$ cat src/rtl/prio_dec_pkg.sv
// Shared types and helpers for the priority-index decoder block.
// The optional parity check is controlled by the PRIO_DEC_PARITY_EN macro (see prio_dec_ctrl).
package prio_dec_pkg;

    // Decoder FSM: IDLE waits for buffered work, DRIVE holds a one-hot word on the output.
    typedef enum logic {
        IDLE  = 1'b0,
        DRIVE = 1'b1
    } state_t;

    localparam int DEF_IDX_W       = 2;
    localparam int DEF_HOLD_CYCLES = 2;

    // onehot() is written for the widest supported index; callers cast the result down to OUT_W.
    localparam int MAX_IDX_W = 8;
    localparam int MAX_OUT_W = 1 << MAX_IDX_W;

    function automatic logic [MAX_OUT_W-1:0] onehot(input logic [MAX_IDX_W-1:0] idx);
        logic [MAX_OUT_W-1:0] r;
        r      = '0;
        r[idx] = 1'b1;
        return r;
    endfunction

endpackage

$ cat src/rtl/prio_dec_fifo.sv
// Small synchronous FIFO buffering encoded indices ahead of the decoder FSM.
// DEPTH must be a power of two so the pointers wrap naturally.
module prio_dec_fifo #(
    parameter int W     = 2,
    parameter int DEPTH = 2
) (
    input  logic         clk,
    input  logic         rst_n,
    input  logic         push,
    input  logic         pop,
    input  logic [W-1:0] wr_data,
    output logic [W-1:0] rd_data,
    output logic         full,
    output logic         empty
);
    localparam int PTR_W = (DEPTH > 1) ? $clog2(DEPTH) : 1;
    localparam int CNT_W = $clog2(DEPTH + 1);

    logic [W-1:0]     mem_q [DEPTH];
    logic [PTR_W-1:0] wr_ptr_q, wr_ptr_d;
    logic [PTR_W-1:0] rd_ptr_q, rd_ptr_d;
    logic [CNT_W-1:0] occ_q, occ_d;
    logic             do_push, do_pop;

    assign full    = (occ_q == CNT_W'(DEPTH));
    assign empty   = (occ_q == '0);
    assign rd_data = mem_q[rd_ptr_q];

    // Qualify requests against occupancy; a full FIFO refuses a push even if a pop happens the same cycle.
    always_comb begin
        do_push  = push && !full;
        do_pop   = pop && !empty;
        wr_ptr_d = do_push ? wr_ptr_q + PTR_W'(1) : wr_ptr_q;
        rd_ptr_d = do_pop  ? rd_ptr_q + PTR_W'(1) : rd_ptr_q;
        occ_d    = occ_q;
        case ({do_push, do_pop})
            2'b10:   occ_d = occ_q + CNT_W'(1);
            2'b01:   occ_d = occ_q - CNT_W'(1);
            default: occ_d = occ_q;
        endcase
    end

    // Pointer and occupancy state; reset empties the buffer immediately.
    always_ff @(posedge clk or negedge rst_n) begin
        if (!rst_n) begin
            wr_ptr_q <= '0;
            rd_ptr_q <= '0;
            occ_q    <= '0;
        end else begin
            wr_ptr_q <= wr_ptr_d;
            rd_ptr_q <= rd_ptr_d;
            occ_q    <= occ_d;
        end
    end

    // Storage array carries no reset; occupancy alone decides what is valid.
    always_ff @(posedge clk) begin
        if (do_push) begin
            mem_q[wr_ptr_q] <= wr_data;
        end
    end

endmodule

$ cat src/rtl/prio_dec_ctrl.sv
// Sequential one-hot decoder: buffers encoded indices and replays each as a
// registered one-hot word held for HOLD_CYCLES cycles (extended by dec_stall).
// Define PRIO_DEC_PARITY_EN to add even-parity checking on idx_in (idx_par / par_err).
module prio_dec_ctrl
    import prio_dec_pkg::*;
#(
    parameter int IDX_W       = DEF_IDX_W,
    parameter int HOLD_CYCLES = DEF_HOLD_CYCLES,
    parameter int FIFO_DEPTH  = 2,
    localparam int OUT_W      = 2 ** IDX_W
) (
    input  logic             clk,
    input  logic             rst_n,
    input  logic [IDX_W-1:0] idx_in,
    input  logic             idx_valid,
    output logic             idx_ready,
    input  logic             dec_stall,
    output logic [OUT_W-1:0] dec_out,
    output logic             dec_valid,
    output logic             busy,
    output logic [7:0]       dec_count
`ifdef PRIO_DEC_PARITY_EN
    ,
    input  logic             idx_par,
    output logic             par_err
`endif
);
    localparam int          CNT_W       = 4;
    localparam logic [CNT_W-1:0] HOLD_RELOAD = CNT_W'(HOLD_CYCLES - 1);

    state_t           state_q, state_d;
    logic [CNT_W-1:0] hold_cnt_q, hold_cnt_d;
    logic [OUT_W-1:0] dec_out_q, dec_out_d;
    logic             dec_valid_q, dec_valid_d;
    logic [7:0]       dec_count_q, dec_count_d;

    logic             fifo_push, fifo_pop;
    logic             fifo_full, fifo_empty;
    logic [IDX_W-1:0] fifo_rd_data;
    logic [OUT_W-1:0] next_word;
    logic             par_ok;

    prio_dec_fifo #(
        .W     (IDX_W),
        .DEPTH (FIFO_DEPTH)
    ) u_fifo (
        .clk     (clk),
        .rst_n   (rst_n),
        .push    (fifo_push),
        .pop     (fifo_pop),
        .wr_data (idx_in),
        .rd_data (fifo_rd_data),
        .full    (fifo_full),
        .empty   (fifo_empty)
    );

    assign idx_ready = !fifo_full;
    assign fifo_push = idx_valid && par_ok;
    assign next_word = OUT_W'(onehot(MAX_IDX_W'(fifo_rd_data)));
    assign dec_out   = dec_out_q;
    assign dec_valid = dec_valid_q;
    assign dec_count = dec_count_q;
    assign busy      = !fifo_empty || (state_q != IDLE);

`ifdef PRIO_DEC_PARITY_EN
    logic par_err_q, par_err_d;

    assign par_ok  = ((^idx_in) == idx_par);
    assign par_err = par_err_q;

    // Flag a handshaked entry whose parity bit disagrees; it was dropped instead of buffered.
    always_comb begin
        par_err_d = idx_valid && idx_ready && !par_ok;
    end

    // One-cycle parity error pulse.
    always_ff @(posedge clk or negedge rst_n) begin
        if (!rst_n) begin
            par_err_q <= 1'b0;
        end else begin
            par_err_q <= par_err_d;
        end
    end
`else
    assign par_ok = 1'b1;
`endif

    // Decoder FSM: load words from the FIFO, count down the hold, chain words without idle gaps.
    always_comb begin
        state_d     = state_q;
        hold_cnt_d  = hold_cnt_q;
        dec_out_d   = dec_out_q;
        dec_valid_d = dec_valid_q;
        dec_count_d = dec_count_q;
        fifo_pop    = 1'b0;
        case (state_q)
            IDLE: begin
                if (!fifo_empty) begin
                    fifo_pop    = 1'b1;
                    dec_out_d   = next_word;
                    dec_valid_d = 1'b1;
                    hold_cnt_d  = HOLD_RELOAD;
                    state_d     = DRIVE;
                end
            end
            DRIVE: begin
                if (!dec_stall) begin
                    if (hold_cnt_q != '0) begin
                        hold_cnt_d = hold_cnt_q - CNT_W'(1);
                    end else begin
                        dec_count_d = dec_count_q + 8'd1;
                        if (!fifo_empty) begin
                            fifo_pop   = 1'b1;
                            dec_out_d  = next_word;
                            hold_cnt_d = HOLD_RELOAD;
                        end else begin
                            dec_out_d   = '0;
                            dec_valid_d = 1'b0;
                            state_d     = IDLE;
                        end
                    end
                end
            end
            default: begin
                state_d     = IDLE;
                dec_out_d   = '0;
                dec_valid_d = 1'b0;
            end
        endcase
    end

    // Control and output registers; reset abandons any word in flight.
    always_ff @(posedge clk or negedge rst_n) begin
        if (!rst_n) begin
            state_q     <= IDLE;
            hold_cnt_q  <= '0;
            dec_out_q   <= '0;
            dec_valid_q <= 1'b0;
            dec_count_q <= '0;
        end else begin
            state_q     <= state_d;
            hold_cnt_q  <= hold_cnt_d;
            dec_out_q   <= dec_out_d;
            dec_valid_q <= dec_valid_d;
            dec_count_q <= dec_count_d;
        end
    end

endmodule
$ cat config.mk
export PLATFORM = sky130hd
export DESIGN_NAME = prio_dec_ctrl
export DESIGN_NICKNAME = d
export VERILOG_FILES = /design/src/rtl/prio_dec_pkg.sv /design/src/rtl/prio_dec_fifo.sv /design/src/rtl/prio_dec_ctrl.sv
export SDC_FILE = /design/constraint.sdc
export NUM_CORES = 1
export LEC_CHECK = 0
export BUFFER_PORTS_ARGS = -buffer_cell sky130_fd_sc_hd__buf_2
export CORE_MARGIN = 5
export CORE_UTILIZATION = 55
export DETAILED_ROUTE_END_ITERATION = 16
export PLACE_DENSITY = 0.88
export SETUP_SLACK_MARGIN = 0.05
export SLEW_MARGIN = 30
export SYNTH_ARGS = -nofsm -noshare
export SYNTH_HDL_FRONTEND = slang
export SYNTH_SLANG_ARGS = --single-unit
$ cat constraint.sdc
create_clock -name clk -period 2.55 [get_ports clk]
set_input_delay 0.255 -clock clk [delete_from_list [all_inputs] [get_ports clk]]
set_output_delay 0.255 -clock clk [all_outputs]
set_load 0.05 [all_outputs]
==> impl_metrics.ini <==
[cts]
h-tree-depth = 1
cts_sinks = 26
cts.repair.resized = 0
worstSkewPairLatency_ps = 320
cts_tree = yes
numCtsBuffers = 3
clkTransAtPathRegs_ps = 130
clockRootBuffer = clkbuf_4
clk_path_buf_depth = 2
postCtsSetupBuffers = 0

[timing]
max_freq_ghz = 0.428
slew_headroom_pct = 64.7
fin_ws_ps = 212
min_period_ps = 2340
grt_setup_unrepaired = false
slew_viol_final = 0
tns_ps = 0
fin_crit_sh_pct = 91.7
finalHoldViolCount = 0
report.final.setup_viol = 0
worstMarginPinSlew_ps = 523
holdWs_ps = 116
skew_ps = 4.81

[routing]
ant_nets = 0
via_per_inst = 5.79
drtIter0Drc = 18
routed_wl_um = 2490
vias = 979
wl_per_cell_um = 14.7
drcViolationCount = 0
firstDrtPassIters = 4

[floorplanning]
die_w_um = 59.5
start_util_pct = 55.9
core_um2 = 2410
die-area_um2 = 3540
ios = 21
die_h_um = 59.5
rows = 18

[critical_path]
critPathLaunchType = flip-flop
endpoint_kind = primary output
cp_data_required_time_ps = 2300
cp.arrival_ps = 2080
reg2regPathDepth = 7
path_class = flip-flop to primary output
reg2reg_slack_ps = 320
r2r_start = hold_cnt_q[0]
cp_max_fo = 9
r2r-end = u_fifo.occ_q[1]

[layout]
final_cell_mix = 22 x dfrtp_1, 20 x buf_2, 10 x xnor2_1
syn2layout_area_growth_pct = 10.0
nets = 150
n_antenna_cell = 0
final_common_cell = dfrtp_1
drive_gt1_share_pct = 20.1

[synth]
yosys_most_used_dff = dfrtp_1
synthArstFlopShare_pct = 84.6
synthesis.area_um2 = 1350
syn_inst = 121
ys_types = 42
seq_area_frac_synth_pct = 49.8
synth-warning-count = 0
syn_avg_cell_area_um2 = 11.1
synth-edff-count = 4
synth-seq-cells = 26
synth_nets = 131

[place]
preCtsSetupSlack_ps = 341
routabilityCongestion = 0.813
io_buffers = 20
hpwl_um = 1900

[hold_path]
hp-class = input pin to flip-flop
hold_end = u_fifo.mem_q[0][0]
hold_depth = 1
hold_path.startpoint = idx_in[0]

[status]
status = complete, no violations

[grt]
grt_pass1_wl_um = 4320
grt_pass1_vias = 994
overflow = 0
grt_antenna_before_repair = 0
grt_use_total_pct = 16.0
grt_start_max_net_pins = 23

[power_and_ir_drop]
p_sw_w = 0.000811
leakagePower_nw = 0.646
comb_power_share_pct = 47.3
powerDensity_nw_per_um2 = 1170
switching_share_pct = 46.7
vdd_drop_max_v = 0.000853
seqPwrFrac_pct = 42.5
clock_power_share_pct = 10.3
intPower_w = 0.000928

[flow_run]
maxCapViolations = 0
## metal layers
metal | track usage, % | vias to the layer above | part of all wire, %
met2 | 27.1 | 15 | 48
li1 | - | 481 | -
met5 | 0 | - | 0
met4 | 7.44 | 0 | 2.0
met1 | 20.1 | 478 | 46
met3 | 2.18 | 5 | 3.9
## critical path, cell delays in order (launching register included)
cell      delay [ps]
dfrtp_1          570
or2_0            320
clkinv_1         310
ha_1             280
inv_1             40
buf_2            250
## state kept, by name, indices dropped and copies added (netlist names)
register / flops
u_fifo.mem_q: 4
hold_cnt_q: 4
state_q: 1
dec_valid: 1
u_fifo.wr_ptr_q: 1
dec_out: 4
u_fifo.occ_q: 2
dec_count: 8
u_fifo.rd_ptr_q: 1
## worst max-delay path by stage
| stage | slack [ps] | cells past startpoint | end | startpoint |
|---|---|---|---|---|
| after floorplan | 530 | 8 | u_fifo.occ_q[1] | hold_cnt_q[0] |
| after global placement | 470 | 7 | u_fifo.occ_q[1] | hold_cnt_q[0] |
| after detailed placement | 340 | 8 | u_fifo.occ_q[1] | hold_cnt_q[0] |
| after CTS | 250 | 5 | busy | u_fifo.occ_q[0] |
| after global routing | 90 | 5 | busy | u_fifo.occ_q[0] |
| final | 210 | 5 | busy | u_fifo.occ_q[0] |
## power groups by stage
stage,Clock (W),Sequential (W),Combinational [W]
global placement,0,0.000728,0.000790
floorplan,0,0.000847,0.000542
global route,0.000202,0.000770,0.000892
finish,0.000178,0.000739,0.000822
detailed placement,0,0.000743,0.000819
CTS,0.000186,0.000734,0.000825
## metrics by stage
stage / instance area (um2) / total power, W / util, % / instances
after detailed placement: 1450 / 0.00156 / 60.0 / 164
after CTS: 1480 / 0.00175 / 61.5 / 169
after floorplan: 1350 / 0.00139 / - / 121
after global placement: 1450 / 0.00152 / 60.0 / 164
after global routing: 1480 / 0.00186 / 61.5 / 169
final: 1480 / 0.00174 / 61.5 / 169
## area by class of cell
cell class              instances  area (um2)
clock buffers                   4        26.3
fillers                       191         928
inverters                       5        18.8
multi-input cells              83         618
flip-flops and latches         26         671
well taps                      30        37.5
repair buffers                 21         110
## cells in the mapped netlist (2+ instances only)
library cell,instances,area share (%)
nand2_1,4,1.1
o21ai_0,2,0.74
nand3_1,3,1.1
inv_1,4,1.1
edfxtp_1,4,8.9
nor2_1,3,0.84
a31oi_1,4,1.9
xor2_1,2,1.3
nand3b_1,4,2.2
dfrtp_1,22,41
clkbuf_1,2,0.56
buf_2,4,1.5
a21oi_1,2,0.74
or3b_2,3,2.0
a221o_1,4,3.0
xnor2_1,10,6.5
a211oi_1,4,2.2
nor3_1,5,1.9
nand2b_1,5,2.3
nand4_1,4,1.9
ha_1,4,3.7
o31ai_1,2,1.1
## cell families (layout without fill, tap and decap cells)
| logic type | Yosys count | after routing | synth area share (%) |
|---|---|---|---|
| AO/OA/AOI/OAI | 22 | 22 | 12.5 |
| buffers and inverters | 12 | 30 | 4.27 |
| multiplexers | 2 | 2 | 1.58 |
| XOR/XNOR | 12 | 12 | 7.81 |
| AND/OR/NAND/NOR | 43 | 43 | 20.3 |
| adder cells (fa/ha/maj) | 4 | 4 | 3.72 |
| flip-flops | 26 | 26 | 49.8 |
## timing repair
action / in CTS / in global routing
hold endpoints to repair: 22 / 0
hold buffers: 1 / 0
setup endpoints to repair: 0 / 0
Note: power is estimated with default switching activity, not from simulation.
